<file path="src/rtl/fetch_pkg.sv">
// Shared definitions for the instruction-fetch sequencer: FSM encoding,
// next-PC select, PC increment and word-alignment helpers.
package fetch_pkg;

   localparam int STATE_W = 3;

   localparam logic [STATE_W-1:0] IDLE = 3'd0;
   localparam logic [STATE_W-1:0] REQ  = 3'd1;
   localparam logic [STATE_W-1:0] WAIT = 3'd2;
   localparam logic [STATE_W-1:0] HOLD = 3'd3;
   localparam logic [STATE_W-1:0] HALT = 3'd4;

   localparam logic [31:0] PC_INC     = 32'd4;
   localparam logic [31:0] ALIGN_MASK = 32'hFFFF_FFFC;

   typedef enum logic [1:0] {
      PC_SEL_HOLD,
      PC_SEL_INC,
      PC_SEL_REDIRECT
   } pc_sel_e;

   function automatic logic is_misaligned(input logic [31:0] addr);
      return (addr & ~ALIGN_MASK) != 32'd0;
   endfunction

endpackage

</file>
<file path="src/rtl/fetch_ctrl_if.sv">
// Fetch-side bus bundle: instruction-memory request/grant/response,
// decode valid/ready, redirect input and trap report.
interface fetch_ctrl_if;

   logic        o_imem_req;
   logic [31:0] o_imem_addr;
   logic        i_imem_gnt;
   logic        i_imem_rvalid;
   logic [31:0] i_imem_rdata;

   logic        o_inst_valid;
   logic [31:0] o_inst;
   logic [31:0] o_inst_pc;
   logic        i_inst_ready;

   logic        i_redirect;
   logic [31:0] i_redirect_target;

   logic        o_trap;
   logic [31:0] o_trap_addr;

   modport master (
      output o_imem_req, o_imem_addr,
      input  i_imem_gnt, i_imem_rvalid, i_imem_rdata,
      output o_inst_valid, o_inst, o_inst_pc,
      input  i_inst_ready,
      input  i_redirect, i_redirect_target,
      output o_trap, o_trap_addr
   );

   modport slave (
      input  o_imem_req, o_imem_addr,
      output i_imem_gnt, i_imem_rvalid, i_imem_rdata,
      input  o_inst_valid, o_inst, o_inst_pc,
      output i_inst_ready,
      output i_redirect, i_redirect_target,
      input  o_trap, o_trap_addr
   );

endinterface

</file>
<file path="src/rtl/fetch_pc_next.sv">
// Combinational next-PC select: hold, sequential +4, or redirect target.
// Without FETCH_MISALIGN_TRAP_EN the target's low two bits are forced to zero.
module fetch_pc_next
   import fetch_pkg::*;
(
   input  logic [31:0] pc_i,
   input  pc_sel_e     sel_i,
   input  logic [31:0] target_i,
   output logic [31:0] pc_next_o
);

   logic [31:0] target_aligned;

`ifdef FETCH_MISALIGN_TRAP_EN
   // A misaligned target sends the FSM to HALT, so the raw value is harmless.
   assign target_aligned = target_i;
`else
   assign target_aligned = target_i & ALIGN_MASK;
`endif

   // NOTE: default assignment first so no path through the case leaves the output unassigned (no latch).
   always_comb begin
      pc_next_o = pc_i;
      case (sel_i)
         PC_SEL_INC:      pc_next_o = pc_i + PC_INC;
         PC_SEL_REDIRECT: pc_next_o = target_aligned;
         default:         pc_next_o = pc_i;
      endcase
   end

endmodule

</file>
<file path="src/rtl/fetch_ctrl.sv">
// Instruction-fetch sequencer: owns the PC, issues one imem read at a time and
// hands words to decode. Optional misaligned-redirect trap: FETCH_MISALIGN_TRAP_EN.
module fetch_ctrl
   import fetch_pkg::*;
#(
   parameter logic [31:0] RESET_ADDR = 32'h0000_0000
) (
   input  logic         i_clk,
   input  logic         i_rst,
   fetch_ctrl_if.master bus
);

   logic [STATE_W-1:0] state_q, state_d;
   logic [31:0]        pc_q, pc_d;
   logic               kill_q, kill_d;
   logic [31:0]        inst_q, inst_d;
   logic [31:0]        inst_pc_q, inst_pc_d;
   logic               trap_q, trap_d;
   logic [31:0]        trap_addr_q, trap_addr_d;
   pc_sel_e            pc_sel;
   logic               redirect_ok;
   logic               trap_hit;

   assign redirect_ok = bus.i_redirect &&
                        (state_q == REQ || state_q == WAIT || state_q == HOLD);

`ifdef FETCH_MISALIGN_TRAP_EN
   assign trap_hit = redirect_ok && is_misaligned(bus.i_redirect_target);
`else
   assign trap_hit = 1'b0;
`endif

   fetch_pc_next u_pc_next (
      .pc_i      (pc_q),
      .sel_i     (pc_sel),
      .target_i  (bus.i_redirect_target),
      .pc_next_o (pc_d)
   );

   always_comb begin
      state_d     = state_q;
      kill_d      = kill_q;
      inst_d      = inst_q;
      inst_pc_d   = inst_pc_q;
      trap_d      = trap_q;
      trap_addr_d = trap_addr_q;
      pc_sel      = PC_SEL_HOLD;

      case (state_q)
         IDLE: state_d = REQ;
         REQ: begin
            // An accepted request that is already stale must still be drained.
            if (bus.i_imem_gnt) begin
               state_d = WAIT;
               kill_d  = redirect_ok;
            end
         end
         WAIT: begin
            if (bus.i_imem_rvalid) begin
               kill_d = 1'b0;
               if (kill_q || redirect_ok) begin
                  state_d = REQ;
               end else begin
                  inst_d    = bus.i_imem_rdata;
                  inst_pc_d = pc_q;
                  state_d   = HOLD;
               end
            end else if (redirect_ok) begin
               kill_d = 1'b1;
            end
         end
         HOLD: begin
            if (redirect_ok) begin
               state_d = REQ;
            end else if (bus.i_inst_ready) begin
               state_d = REQ;
               pc_sel  = PC_SEL_INC;
            end
         end
         HALT: state_d = HALT;
         default: state_d = IDLE;
      endcase

      if (redirect_ok) pc_sel = PC_SEL_REDIRECT;

      if (trap_hit) begin
         state_d     = HALT;
         kill_d      = 1'b0;
         trap_d      = 1'b1;
         trap_addr_d = bus.i_redirect_target;
      end
   end

   // NOTE: every register here has a defined reset value; the async reset branch must cover all of them.
   always_ff @(posedge i_clk or posedge i_rst) begin
      if (i_rst) begin
         state_q     <= IDLE;
         pc_q        <= RESET_ADDR;
         kill_q      <= 1'b0;
         inst_q      <= 32'd0;
         inst_pc_q   <= 32'd0;
         trap_q      <= 1'b0;
         trap_addr_q <= 32'd0;
      end else begin
         // NOTE: non-blocking assignments so all state updates see pre-edge values.
         state_q     <= state_d;
         pc_q        <= pc_d;
         kill_q      <= kill_d;
         inst_q      <= inst_d;
         inst_pc_q   <= inst_pc_d;
         trap_q      <= trap_d;
         trap_addr_q <= trap_addr_d;
      end
   end

   assign bus.o_imem_req   = (state_q == REQ);
   assign bus.o_imem_addr  = pc_q;
   assign bus.o_inst_valid = (state_q == HOLD);
   assign bus.o_inst       = inst_q;
   assign bus.o_inst_pc    = inst_pc_q;
   assign bus.o_trap       = trap_q;
   assign bus.o_trap_addr  = trap_addr_q;

endmodule

</file>
<file path="src/flat_wrapper.sv">
// flat-port wrapper written by rule: the top's interface ports become plain ports
module fetch_ctrl_flat import fetch_pkg::*;
#(
   parameter logic [31:0] RESET_ADDR = 32'h0000_0000
)
  (i_clk, i_rst, bus_o_imem_req, bus_o_imem_addr, bus_i_imem_gnt, bus_i_imem_rvalid, bus_i_imem_rdata, bus_o_inst_valid, bus_o_inst, bus_o_inst_pc, bus_i_inst_ready, bus_i_redirect, bus_i_redirect_target, bus_o_trap, bus_o_trap_addr);
  fetch_ctrl_if bus_i ();
  input  logic i_clk;
  input  logic i_rst;
  output wire logic [$bits(bus_i.o_imem_req)-1:0] bus_o_imem_req;
  output wire logic [$bits(bus_i.o_imem_addr)-1:0] bus_o_imem_addr;
  input wire logic [$bits(bus_i.i_imem_gnt)-1:0] bus_i_imem_gnt;
  input wire logic [$bits(bus_i.i_imem_rvalid)-1:0] bus_i_imem_rvalid;
  input wire logic [$bits(bus_i.i_imem_rdata)-1:0] bus_i_imem_rdata;
  output wire logic [$bits(bus_i.o_inst_valid)-1:0] bus_o_inst_valid;
  output wire logic [$bits(bus_i.o_inst)-1:0] bus_o_inst;
  output wire logic [$bits(bus_i.o_inst_pc)-1:0] bus_o_inst_pc;
  input wire logic [$bits(bus_i.i_inst_ready)-1:0] bus_i_inst_ready;
  input wire logic [$bits(bus_i.i_redirect)-1:0] bus_i_redirect;
  input wire logic [$bits(bus_i.i_redirect_target)-1:0] bus_i_redirect_target;
  output wire logic [$bits(bus_i.o_trap)-1:0] bus_o_trap;
  output wire logic [$bits(bus_i.o_trap_addr)-1:0] bus_o_trap_addr;
  assign bus_o_imem_req = bus_i.o_imem_req;
  assign bus_o_imem_addr = bus_i.o_imem_addr;
  assign bus_i.i_imem_gnt = bus_i_imem_gnt;
  assign bus_i.i_imem_rvalid = bus_i_imem_rvalid;
  assign bus_i.i_imem_rdata = bus_i_imem_rdata;
  assign bus_o_inst_valid = bus_i.o_inst_valid;
  assign bus_o_inst = bus_i.o_inst;
  assign bus_o_inst_pc = bus_i.o_inst_pc;
  assign bus_i.i_inst_ready = bus_i_inst_ready;
  assign bus_i.i_redirect = bus_i_redirect;
  assign bus_i.i_redirect_target = bus_i_redirect_target;
  assign bus_o_trap = bus_i.o_trap;
  assign bus_o_trap_addr = bus_i.o_trap_addr;
  fetch_ctrl #(.RESET_ADDR(RESET_ADDR)) u_core (.i_clk(i_clk), .i_rst(i_rst), .bus(bus_i));
endmodule
</file>
<file path="config.mk">
export PLATFORM = sky130hd
export DESIGN_NAME = fetch_ctrl_flat
export DESIGN_NICKNAME = d
export VERILOG_FILES = /design/src/rtl/fetch_pkg.sv /design/src/rtl/fetch_ctrl_if.sv /design/src/rtl/fetch_pc_next.sv /design/src/rtl/fetch_ctrl.sv /design/src/flat_wrapper.sv
export SDC_FILE = /design/constraint.sdc
export NUM_CORES = 1
export LEC_CHECK = 0
export CAP_MARGIN = 20
export CORE_MARGIN = 4
export CORE_UTILIZATION = 46
export DETAILED_ROUTE_END_ITERATION = 7
export GPL_TIMING_DRIVEN = 1
export PLACE_DENSITY_LB_ADDON = 0.2
export SYNTH_ARGS = -nofsm -noshare
export SYNTH_HDL_FRONTEND = slang
export SYNTH_SLANG_ARGS = --single-unit
</file>
<file path="constraint.sdc">
create_clock -name i_clk -period 6.9 [get_ports i_clk]
set_clock_uncertainty 0.1 [all_clocks]
set_input_delay 1.38 -clock i_clk [delete_from_list [all_inputs] [get_ports i_clk]]
set_output_delay 1.38 -clock i_clk [all_outputs]
set_load 0.005 [all_outputs]
</file>
## Word-level counts from Yosys, hierarchy flattened

Index checks and enable logic that the tools add are counted.

| storage, ports and cells | value |
|---|---|
| memory bits (writable) | 0 |
| bits in latches | 0 |
| input bits | 70 |
| logic and storage cells | 41 |
| output and inout port bits | 131 |
| bits in read-only memories | 0 |
| memories | 0 |
| register bits after elaboration | 100 |

| cells by class | value |
|---|---|
| bitwise gates (word level) | 1 |
| multiplexer cells | 14 |
| equality and inequality tests | 10 |
| $mul | 0 |
| div/mod/pow operators | 0 |
| shift operators | 0 |
| reductions and logical operators | 10 |
| magnitude comparators | 0 |
| $add $sub $neg | 1 |

Operator list:

| kind | count |
|---|---|
| one-hot mux 32 bit (2 select lines) | 1 |
| adder 32 x 3 -> 32 bit, second input constant | 1 |
| one-hot mux 3 bit (5 select lines) | 1 |
| two-way mux 3 bit | 4 |
| AND reduction 3 bit | 3 |
| equality test 3 x 2 -> 1 bit, second input constant | 2 |
| two-way mux 2 bit | 3 |
| two-way mux 1 bit | 4 |
| nonzero test 2 bit | 2 |
| equality test 3 x 1 -> 1 bit, second input constant | 1 |
| equality test 3 bit, second input constant | 1 |
| zero test 3 bit | 1 |
| logical OR 1 bit | 3 |
| != test 3 x 1 -> 1 bit, second input constant | 1 |
| != test 3 x 2 -> 1 bit, second input constant | 1 |
| equality test 2 x 1 -> 1 bit, second input constant | 1 |
| equality test 2 bit, second input constant | 1 |
| != test 2 x 1 -> 1 bit, second input constant | 1 |
| != test 2 bit, second input constant | 1 |
| one-hot mux 1 bit (2 select lines) | 1 |
| logical AND 1 bit | 1 |
| NOT 1 bit | 1 |

## Depth between registers and ports, before layout

| depth | value |
|---|---|
| depth after elaboration | 8 |
| mapped depth | 7 |
| depth with buffers taken out | 6 |

## By module

From an unflattened synthesis, not the netlist that was laid out.

| unflattened totals | value |
|---|---|
| cells, all modules | 439 |
| area, all modules | 5255.0 um^2 |

Modules (own cells, without submodules):

| module | seq. area each (um^2) | area an instance (um^2) | cells each | times used |
|---|---|---|---|---|
| fetch_ctrl | 2502.4 | 3920.0 | 227 | 1 |
| fetch_pc_next | 0.0 | 1335.0 | 212 | 1 |

## Worst setup path before layout

OpenSTA, ideal clock, no wires.

| path | value |
|---|---|
| path kind | input to register |
| from | input port bus_i_redirect |
| to | register u_core.inst_q[0] (netlist: u_core.bus.o_inst[0]) |
| stages | 5 |
| arrival time | 2.575 ns |
| setup time | 0.125 ns |
| path buffers | 2 |
| slack | 4.101 ns |
| required time | 6.675 ns |
| cells stage by stage | clkbuf_1 > nor3_1 > nand3_1 > clkbuf_1 > mux2_2 |

| between the ends | value |
|---|---|
| cells in the longest elaborated chain, start to end | 4 |

Ends and longest elaborated chain:

| item | line | source |
|---|---|---|
| from (decl) | flat_wrapper.sv:19 | `input wire logic [$bits(bus_i.i_redirect)-1:0] bus_i_redirect;` |
| logical AND 1 bit | fetch_ctrl.sv:24 | `assign redirect_ok = bus.i_redirect &&` |
| logical OR 1 bit | fetch_ctrl.sv:61 | `if (kill_q \|\| redirect_ok) begin` |
| NOT 1 bit (no line) | -- |  |
| AND reduction 3 bit (no line) | -- |  |
| to (signal assigned) | fetch_ctrl.sv:109 | `inst_q <= inst_d;` |
| to (decl) | fetch_ctrl.sv:16 | `logic [31:0] inst_q, inst_d;` |

Every way passes these cells.
A chain may end at the register's enable or synchronous reset.

## Final worst setup path

| path | value |
|---|---|
| from | input port bus_i_redirect |
| to | register u_core.inst_q[22] (netlist: u_core.bus.o_inst[22]) |

The elaborated chain is that of the path after synthesis.

==> results_dict.tcl <==
set metrics [dict create \
    status "complete, no violations" \
    grt_pass1_wl_um 18400 \
    ant_nets 0 \
    layout_min_cycle_time_ns 3.43 \
    seqPwrFrac_pct 43.4 \
    rsz0062_at_grt "no" \
    antenna_found_initial 0 \
    post-dp-hpwl_um 8710 \
    drt_iter0_markers 198 \
    post_cts_buffers 0 \
    grt_overflow 0 \
    clockPowerShare_pct 14.4 \
    fin_total_pwr_mw 2.34 \
    arrival_ns 3.57 \
    slew_headroom_pct 40.2 \
    insertedDiodeCount 0 \
    syn_inst 414 \
    grt_max_degree 64 \
    htree_num_levels 3 \
    numCtsBuffers 9 \
    postCtsHoldBufs 0 \
    tritoncts "built" \
    ys_ff_latch 96 \
    rows 36 \
    power_density_mw_per_mm2 364 \
    synth_top_area_share_pct 51.4 \
    r2r-start "u_core.state_q[1]$_DFFE_PP0P_" \
    gp_congestion 0.763 \
    yosys_warnings 0 \
    fin_tns_setup_ns 0 \
    layout.nets 638 \
    p_switching_mw 0.766 \
    die_x_um 109 \
    ys_seq_area_share_pct 51.4 \
    portBuffers 161 \
    final_common_cell "clkdlybuf4s50_1" \
    synthDistinctLibCells 51 \
    drive_gt1_share_pct 15.0 \
    worst_pin_slew_ns 0.889 \
    drv_slew 0 \
    coreArea_mm2 0.00982 \
    synth.area.top_cells "dfrtp_1, mux2_2, buf_4, nand2_1, nand3_1" \
    rrSetupSlack_ns 4.59 \
    vdd_drop_max_mv 0.172 \
    initial_core_util_pct 47.6 \
    clk-insertion-delay-late_ns 0.35 \
    min_from "u_core.bus.o_inst_pc[26]$_DFFE_PP0P_" \
    vias_per_cell 5.17 \
    clock_path_buffers 2 \
    yosysTopAreaCell "dfrtp_1" \
    clk_pin_slew_ns 0.08 \
    crit_required_ns 7.03 \
    drc 0 \
    synthFlopType "dfrtp_1" \
    p_leak_nw 2.75 \
    ys_async_sr_fraction_pct 100 \
    hold_violations 0 \
    crit_start "bus_i_redirect" \
    drt-total-wl_um 12000 \
    die-height_um 109 \
    die-area_mm2 0.0118 \
    p_comb_share_pct 42.2 \
    drtPass1Iterations 5 \
    post-route-util_pct 65.5 \
    synth.avg_cell_area_um2 11.3 \
    cap_violations 0 \
    io_pins 201 \
    fmax_mhz 291 \
    critPathKind "input pin to register" \
    cp-end-kind "register" \
    setup_violations 0 \
    via_count 3647 \
    cts_sinks 96 \
    grt_usage_pct 19.9 \
    syn2layout_area_growth_pct 37.6 \
    synth_edf_count 0 \
    grt_pass1_vias 3574 \
    start_kind "input pin" \
    design_area_mm2 0.00643 \
    final_cell_mix "clkdlybuf4s50_1, dfrtp_1, mux2_2" \
    cts_resized 0 \
    dpl_cell_area_mm2 0.00625 \
    swShare_pct 32.7 \
    layout_worst_path_cycle_share_pct 49.7 \
    cts-root-buf "clkbuf_8" \
    wl_per_cell_um 17.0 \
    syn_area_mm2 0.00467 \
    p_int_mw 1.57 \
    path_max_fanout 63 \
    hold_class "register to register" \
]
## sequential cells by signal (all words and copies together) (netlist names)
name,flops
u_core.bus.o_inst_pc,30
u_core.state_q,3
u_core.bus.o_inst,32
u_core.kill_q,1
u_core.bus.o_imem_addr,30
## cells in the mapped netlist (2+ instances only)
| library cell | number |
|---|---|
| dfrtp_1 | 96 |
| mux2_2 | 61 |
| buf_4 | 37 |
| nand2_1 | 29 |
| nand3_1 | 21 |
| nor2_1 | 21 |
| o21ai_0 | 21 |
| clkbuf_1 | 10 |
| buf_2 | 9 |
| a21oi_1 | 8 |
| nand4_1 | 7 |
| xor2_1 | 6 |
| a22oi_1 | 5 |
| a31oi_1 | 5 |
| and3_1 | 5 |
| nor3_1 | 5 |
| a311oi_1 | 4 |
| inv_1 | 4 |
| nor4_1 | 4 |
| o211ai_1 | 4 |
| or3_1 | 4 |
| a22o_1 | 3 |
| mux2i_1 | 3 |
| nand3b_1 | 3 |
| nor2b_1 | 3 |
| xnor2_1 | 3 |
| a221o_1 | 2 |
| and2_1 | 2 |
| nand2b_1 | 2 |
| nand4_2 | 2 |
| o22a_1 | 2 |
| o22ai_1 | 2 |
| o311ai_0 | 2 |
| or4_1 | 2 |
## power by group through the flow
stage | Combinational (mW) | Clock (mW) | Sequential [mW]
after floorplan | 0.425 | 0 | 0.986
after global routing | 1.07 | 0.379 | 1.06
after CTS | 1.00 | 0.350 | 1.02
final | 0.987 | 0.338 | 1.02
after detailed placement | 0.998 | 0 | 1.03
after global placement | 0.975 | 0 | 1.01
## routing by layer
metal  GRT usage (%)  wire, um  vias to the layer above
li1                -         -                     1720
met2            33.1      5790                      160
met1            25.9      5130                     1763
met5               0         0                        -
met3            5.03      1010                        4
met4            5.77        31                        0
## worst max-delay path, cell delays in order
cell and delay, ns:
clkdlybuf4s50_1 0.56, nor3_1 0.36, nand3_4 0.69, mux2_2 0.55
## layout make-up
type	count	area (um^2)
inverter	4	17.5
tap	133	166
multi-input combinational	293	2040
clock inverter	2	13.8
timing repair buffer	163	1630
clock buffer	14	163
fill	818	3390
sequential	96	2400
## stage by stage
| step | cells | hold WS (ns) | worst slack [ns] |
|---|---|---|---|
| global placement | 689 | 0.365 | 3.10 |
| global route | 705 | 0.423 | 3.30 |
| finish | 705 | 0.396 | 3.47 |
| CTS | 705 | 0.396 | 3.44 |
| floorplan | 450 | 0.373 | 2.91 |
| detailed placement | 689 | 0.377 | 3.05 |
## logic make-up (layout without fill, tap and decap cells)
group	Yosys count	after routing	synth area share, %
AOI/OAI and AO/OA	63	63	8.94
xor gates and xnor gates	9	9	1.69
adders and majority gates	1	1	0.268
buffers and inverters	61	183	8.14
DFF	96	96	51.4
muxes	64	64	15.3
other	1	37	0.0802
and+or+nand+nor	119	119	14.2
## worst paths after layout
| check | depth (start not counted) | end |
|---|---|---|
| max | 4 | u_core.bus.o_inst[22]$_DFFE_PP0P_ |
| min | 2 | u_core.bus.o_inst_pc[26]$_DFFE_PP0P_ |
| max reg2reg | 3 | u_core.bus.o_inst[22]$_DFFE_PP0P_ |
| min reg2reg | 2 | u_core.bus.o_inst_pc[26]$_DFFE_PP0P_ |
| max in group asynchronous | 3 | u_core.bus.o_inst[6]$_DFFE_PP0P_ |
| min in group asynchronous | 2 | u_core.bus.o_inst[20]$_DFFE_PP0P_ |
No activity file was read; power rests on OpenSTA's default activity.
